**config.mk**
```make
export PLATFORM = sky130hd
export DESIGN_NAME = lanza_cuenta
export DESIGN_NICKNAME = d
export VERILOG_FILES = /design/src/rtl/lanza_cuenta_pkg.sv /design/src/rtl/lanza_cuenta_banco.sv /design/src/rtl/lanza_cuenta.sv
export SDC_FILE = /design/constraint.sdc
export NUM_CORES = 1
export LEC_CHECK = 0
export ABC_AREA = 1
export ABC_CLOCK_PERIOD_IN_PS = 1740
export BUFFER_PORTS_ARGS = -buffer_cell sky130_fd_sc_hd__buf_2
export CAP_MARGIN = 20
export CORE_ASPECT_RATIO = 2
export CORE_MARGIN = 5
export CORE_UTILIZATION = 50
export DETAILED_ROUTE_END_ITERATION = 16
export GPL_TIMING_DRIVEN = 0
export PLACE_DENSITY_LB_ADDON = 0.25
export SLEW_MARGIN = 25
export SYNTH_ARGS = -nofsm -noshare
export SYNTH_HDL_FRONTEND = slang
export SYNTH_SLANG_ARGS = --single-unit
```
**constraint.sdc**
```tcl
create_clock -name clk -period 1.74 [get_ports clk]
set_input_delay 0 -clock clk [delete_from_list [all_inputs] [get_ports clk]]
set_output_delay 0 -clock clk [all_outputs]
set_load 0.005 [all_outputs]
```
**src/rtl/lanza_cuenta_pkg.sv**
```systemverilog
// Shared types and constants for the lanza_cuenta initiator and its result file.
package lanza_cuenta_pkg;

  localparam int ANCHO_VALOR  = 3;
  localparam int ANCHO_CUENTA = 4;
  localparam int ANCHO_SUMA   = 7;
  localparam int N_RES        = 8;

  typedef enum logic [2:0] {
    REPOSO   = 3'd0,
    ARRANQUE = 3'd1,
    GUARDA   = 3'd2,
    ESPERA   = 3'd3,
    AVANZA   = 3'd4
  } estado_e;

  localparam logic [ANCHO_VALOR-1:0]  VALOR_ULTIMO   = 3'd7;
  localparam logic [ANCHO_CUENTA-1:0] CUENTA_TIMEOUT = 4'hF;

  // 8 x 15 = 120 fits in 7 bits, so the accumulation never wraps
  function automatic logic [ANCHO_SUMA-1:0] suma_mas(input logic [ANCHO_SUMA-1:0] s,
                                                      input logic [ANCHO_CUENTA-1:0] c);
    return s + {3'd0, c};
  endfunction

endpackage

```
**src/rtl/lanza_cuenta_banco.sv**
```systemverilog
// 8 x 4 result file: synchronous write, combinational read, cleared by async reset.
module lanza_cuenta_banco
  import lanza_cuenta_pkg::*;
(
  input  logic                    clk,
  input  logic                    rst_n,
  input  logic                    we_i,
  input  logic [ANCHO_VALOR-1:0]  waddr_i,
  input  logic [ANCHO_CUENTA-1:0] wdata_i,
  input  logic [ANCHO_VALOR-1:0]  raddr_i,
  output logic [ANCHO_CUENTA-1:0] rdata_o
);

  logic [ANCHO_CUENTA-1:0] mem_q [N_RES];

  always_ff @(posedge clk or negedge rst_n) begin
    if (!rst_n) begin
      for (int i = 0; i < N_RES; i++) mem_q[i] <= 4'd0;
    end else if (we_i) begin
      mem_q[waddr_i] <= wdata_i;
    end
  end

  assign rdata_o = mem_q[raddr_i];

endmodule

```
**src/rtl/lanza_cuenta.sv**
```systemverilog
// Sweeps Valor 0..7 through the cuenta1 start/fin handshake, storing each result.
// Optional per-value timeout enabled by defining LANZA_CUENTA_TIMEOUT_EN.
module lanza_cuenta
  import lanza_cuenta_pkg::*;
#(
  parameter int ESPERA_MAX = 32,
  parameter int ANCHO_T    = 6
) (
  input  logic                    clk,
  input  logic                    rst_n,
  input  logic                    go,
  output logic [ANCHO_VALOR-1:0]  Valor,
  output logic                    start,
  input  logic [ANCHO_CUENTA-1:0] Cuenta,
  input  logic                    fin,
  output logic                    ocupado,
  output logic                    hecho,
  output logic                    error,
  input  logic [ANCHO_VALOR-1:0]  sel,
  output logic [ANCHO_CUENTA-1:0] dato,
  output logic [ANCHO_SUMA-1:0]   suma
);

  estado_e                 estado_q;
  logic [ANCHO_VALOR-1:0]  valor_q;
  logic                    start_q;
  logic                    ocupado_q;
  logic                    hecho_q;
  logic                    error_q;
  logic [ANCHO_SUMA-1:0]   suma_q;
  logic                    timeout_s;
  logic                    we_s;
  logic [ANCHO_CUENTA-1:0] wdata_s;

`ifdef LANZA_CUENTA_TIMEOUT_EN
  localparam logic [ANCHO_T-1:0] T_ULTIMO = ANCHO_T'(ESPERA_MAX - 1);
  logic [ANCHO_T-1:0] t_q;

  // Counts cycles spent in ESPERA; cleared in GUARDA so each value starts fresh
  always_ff @(posedge clk or negedge rst_n) begin
    if (!rst_n) begin
      t_q <= '0;
    end else if (estado_q == GUARDA) begin
      t_q <= '0;
    end else if ((estado_q == ESPERA) && !fin && !timeout_s) begin
      t_q <= t_q + 1'b1;
    end
  end

  assign timeout_s = (estado_q == ESPERA) && (t_q == T_ULTIMO);
`else
  assign timeout_s = 1'b0;
`endif

  // fin has priority over a coincident timeout
  assign we_s    = (estado_q == ESPERA) && (fin || timeout_s);
  assign wdata_s = fin ? Cuenta : CUENTA_TIMEOUT;

  lanza_cuenta_banco u_banco (
    .clk     (clk),
    .rst_n   (rst_n),
    .we_i    (we_s),
    .waddr_i (valor_q),
    .wdata_i (wdata_s),
    .raddr_i (sel),
    .rdata_o (dato)
  );

  // Run sequencer with registered handshake and status outputs
  always_ff @(posedge clk or negedge rst_n) begin
    if (!rst_n) begin
      estado_q  <= REPOSO;
      valor_q   <= 3'd0;
      start_q   <= 1'b0;
      ocupado_q <= 1'b0;
      hecho_q   <= 1'b0;
      error_q   <= 1'b0;
      suma_q    <= 7'd0;
    end else begin
      start_q <= 1'b0;
      hecho_q <= 1'b0;
      case (estado_q)
        REPOSO: begin
          if (go) begin
            estado_q  <= ARRANQUE;
            start_q   <= 1'b1;
            ocupado_q <= 1'b1;
            valor_q   <= 3'd0;
            suma_q    <= 7'd0;
            error_q   <= 1'b0;
          end
        end
        ARRANQUE: estado_q <= GUARDA;
        GUARDA:   estado_q <= ESPERA;
        ESPERA: begin
          if (fin) begin
            suma_q   <= suma_mas(suma_q, Cuenta);
            estado_q <= AVANZA;
          end else if (timeout_s) begin
            error_q  <= 1'b1;
            estado_q <= AVANZA;
          end
        end
        AVANZA: begin
          if (valor_q != VALOR_ULTIMO) begin
            valor_q  <= valor_q + 3'd1;
            start_q  <= 1'b1;
            estado_q <= ARRANQUE;
          end else begin
            hecho_q   <= 1'b1;
            ocupado_q <= 1'b0;
            estado_q  <= REPOSO;
          end
        end
        default: begin
          estado_q  <= REPOSO;
          ocupado_q <= 1'b0;
        end
      endcase
    end
  end

  assign Valor   = valor_q;
  assign start   = start_q;
  assign ocupado = ocupado_q;
  assign hecho   = hecho_q;
  assign error   = error_q;
  assign suma    = suma_q;

endmodule
```
==> flow_metrics.py <==
metrics = {
    "run_status": {
        "outcome": "completed",
    },
    "setup_path": {
        "max_stage_delay_ps": 410,
        "critPathRequiredTime_ps": 1930,
        "startpoint_type": "flop",
        "cp_max_fo": 4,
        "crit_chain": "ha_1, fa_2, or2_2, nand3_1, o21ai_0",
        "cp-end-kind": "flop",
        "slowest_stage": "dfrtp_1",
        "crit_type": "flop to flop",
        "crit_arrival_ps": 1780,
    },
    "timing": {
        "slew_headroom_pct": 59.3,
        "period_share_pct": 90.9,
        "tightest_slew_ps": 610,
        "timing_hold_violations_final": 0,
        "tns_ps": 0,
        "fmax_mhz": 632,
        "finalMaxSlewViolations": 0,
        "setup_viol": 0,
        "clock_skew_ps": 7.95,
        "rsz0062_at_grt": "no",
        "fin_crit_ps": 1580,
    },
    "yosys": {
        "synth_warnings": 0,
        "syn_nets": 347,
        "syn_area_um2": 2580,
        "synthCells": 329,
        "avgSynthCellArea_um2": 7.85,
        "synth_top_cell_area_share_pct": 46.5,
        "ys_seq_elements": 48,
        "yosys.area.top_type": "dfrtp_1",
        "synth_area_leaders": "dfrtp_1 47%, nand2_1 17%, o21ai_0 11%, inv_1 4.7%, ha_1 2.9%",
        "ys_seq_area_share_pct": 46.5,
        "synth.distinct_cells": 27,
    },
    "grt": {
        "grt.total_usage_pct": 19.6,
        "antenna_found_initial": 0,
        "grt_pass1_wl_um": 10300,
        "gr-total-overflow": 0,
        "grt_max_degree": 49,
        "grt_pass1_vias": 2266,
    },
    "final_layout": {
        "layout_common_cells": "114 x nand2_1, 55 x o21ai_0, 48 x dfrtp_1, 32 x inv_1, 30 x buf_2",
        "ff_latch_area_um2": 1200,
        "finalNonFillerCells": 424,
        "diodes": 0,
        "layout_commonest_cell": "nand2_1",
        "multi_input_area_um2": 1200,
        "nFillCells": 495,
        "layout-drive-gt1-share_pct": 16.1,
        "nNetsFinal": 383,
        "area_delta_synth_final_pct": 12.7,
    },
    "placement": {
        "portBuffers": 27,
        "numPlacedInstances": 414,
        "dp_hpwl_um": 4450,
        "gp_congestion": 0.889,
    },
    "power_and_ir_drop": {
        "pwr_density_cell_nw_per_um2": 1360,
        "power_frac_seq_pct": 45.3,
        "max-vdd-ir-drop_v": 0.000912,
        "p_switching_w": 0.00157,
        "pwr-share-clk_pct": 18.1,
        "swShare_pct": 39.8,
        "p_int_w": 0.00238,
        "p_leak_nw": 1.61,
        "comb_power_share_pct": 36.5,
    },
    "die": {
        "ios": 29,
        "core_um2": 5090,
        "start_util_pct": 50.7,
        "die_height_um": 112,
        "die_w_um": 60.8,
        "die_area_um2": 6790,
        "rows": 37,
    },
    "routing": {
        "drc": 0,
        "via_count": 2159,
        "post_drt_via_cell_ratio": 5.09,
        "ant_nets": 0,
        "post_drt_wl_per_cell_um": 13.5,
        "dr.pass1.iters": 4,
        "wl_um": 5730,
        "drtIter0Drc": 76,
    },
    "clock_network": {
        "clk_latency_ps": 300,
        "cts_made_buffers": 5,
        "path_clk_slew_ps": 90,
        "htree_levels": 2,
        "cts_setup_buffers": 0,
        "cts.sinks": 48,
        "cts_buffer_depth": 2,
        "cts_tree": "yes",
        "root_buffer": "clkbuf_8",
    },
    "hold_path": {
        "hold_path_class": "input pin to flop",
    },
    "run": {
        "max-cap-violations": 0,
    },
}
-- worst max-delay path: cells and delay by family, from the launching register on --
kind | cells | cell delay [ps]
AOI/OAI and AO/OA | 1 | 80
and+or+nand+nor | 2 | 360
adders and majority gates | 2 | 620
DFF | 1 | 410
-- power groups by stage --
stage / Clock [W] / Sequential, W / Combinational, W
2_1_floorplan: 0 / 0.00176 / 0.00102
3_3_place_gp: 0 / 0.00180 / 0.00140
3_5_place_dp: 0 / 0.00181 / 0.00145
4_1_cts: 0.000725 / 0.00179 / 0.00146
5_1_grt: 0.000779 / 0.00186 / 0.00168
6_report: 0.000716 / 0.00179 / 0.00144
-- synth_stat cells --
| cell | n |
|---|---|
| dfrtp_1 | 48 |
| a21oi_1 | 12 |
| clkbuf_1 | 4 |
| o21a_1 | 1 |
| nand3_1 | 11 |
| fa_1 | 1 |
| clkbuf_2 | 1 |
| nor2_4 | 3 |
| nand2_1 | 114 |
| nand3_4 | 1 |
| buf_6 | 1 |
| ha_1 | 6 |
| o21bai_1 | 1 |
| o21ai_0 | 56 |
| conb_1 | 1 |
| inv_1 | 32 |
| buf_2 | 4 |
| nand2_4 | 2 |
| or2_2 | 5 |
| nand4_1 | 3 |
| nand3_2 | 1 |
| nor2_1 | 11 |
| nor3_1 | 1 |
| o21ai_1 | 4 |
| inv_2 | 1 |
| buf_4 | 1 |
| nor2_8 | 3 |
-- state kept, by name (all words and copies together) (netlist names) --
name and count:
Valor 3, u_banco.mem_q 32, estado_q 3, suma 7, start 1, hecho 1, ocupado 1
-- worst paths after layout --
path,from,to,slack (ps),cells past startpoint
setup / recovery,suma[0],suma[2],160,5
hold / removal,Cuenta[0],suma[0],30,4
setup reg to reg,suma[0],suma[2],160,5
hold reg to reg,ocupado,ocupado,490,2
max in group asynchronous,rst_n,u_banco.mem_q[23],1080,2
min in group asynchronous,rst_n,u_banco.mem_q[26],230,2
-- metrics by stage --
step                power (W)  util, %  hold WS, ps  setup WS (ps)  cell area [um2]
floorplan             0.00278        -         -296            188             2580
global placement      0.00320     54.8          245            116             2790
detailed placement    0.00326     54.8         55.5            107             2790
CTS                   0.00397     57.1         23.6           79.0             2910
global route          0.00432     57.1         54.4           26.4             2910
finish                0.00395     57.1         27.9            158             2910
-- final cells by class --
type	count	area share [%]
buffer	11	2.02
clock buffer	6	2.84
clock inverter	2	0.473
inverter	33	4.26
multi-input combinational	237	41.2
sequential	48	41.3
tap	58	2.49
timing repair buffer	29	5.42
-- routing by layer --
layer	vias up	share of wire, %	routed length (um)	track usage [%]
met5	-	0	0	0
met4	0	4.8	276	10.7
met3	19	3.8	220	3.02
met2	57	53	3050	32.7
met1	961	38	2190	23.0
li1	1122	-	-	-
-- cell families after synthesis --
kind of cell | count (synthesis) | share of synthesized area (%)
compound gates | 74 | 14.5
fa+ha+maj | 7 | 3.68
buf+inv | 44 | 7.08
flops | 48 | 46.5
other cells | 1 | 0.145
simple gates | 155 | 28.0
-- repair_timing --
item / CTS / global route
endpoints found under the setup margin: 0 / 2
hold endpoints to repair: 49 / 0
resized for setup: 0 / 2
hold buffers: 2 / 0
Note: power is estimated with default switching activity, not from simulation.
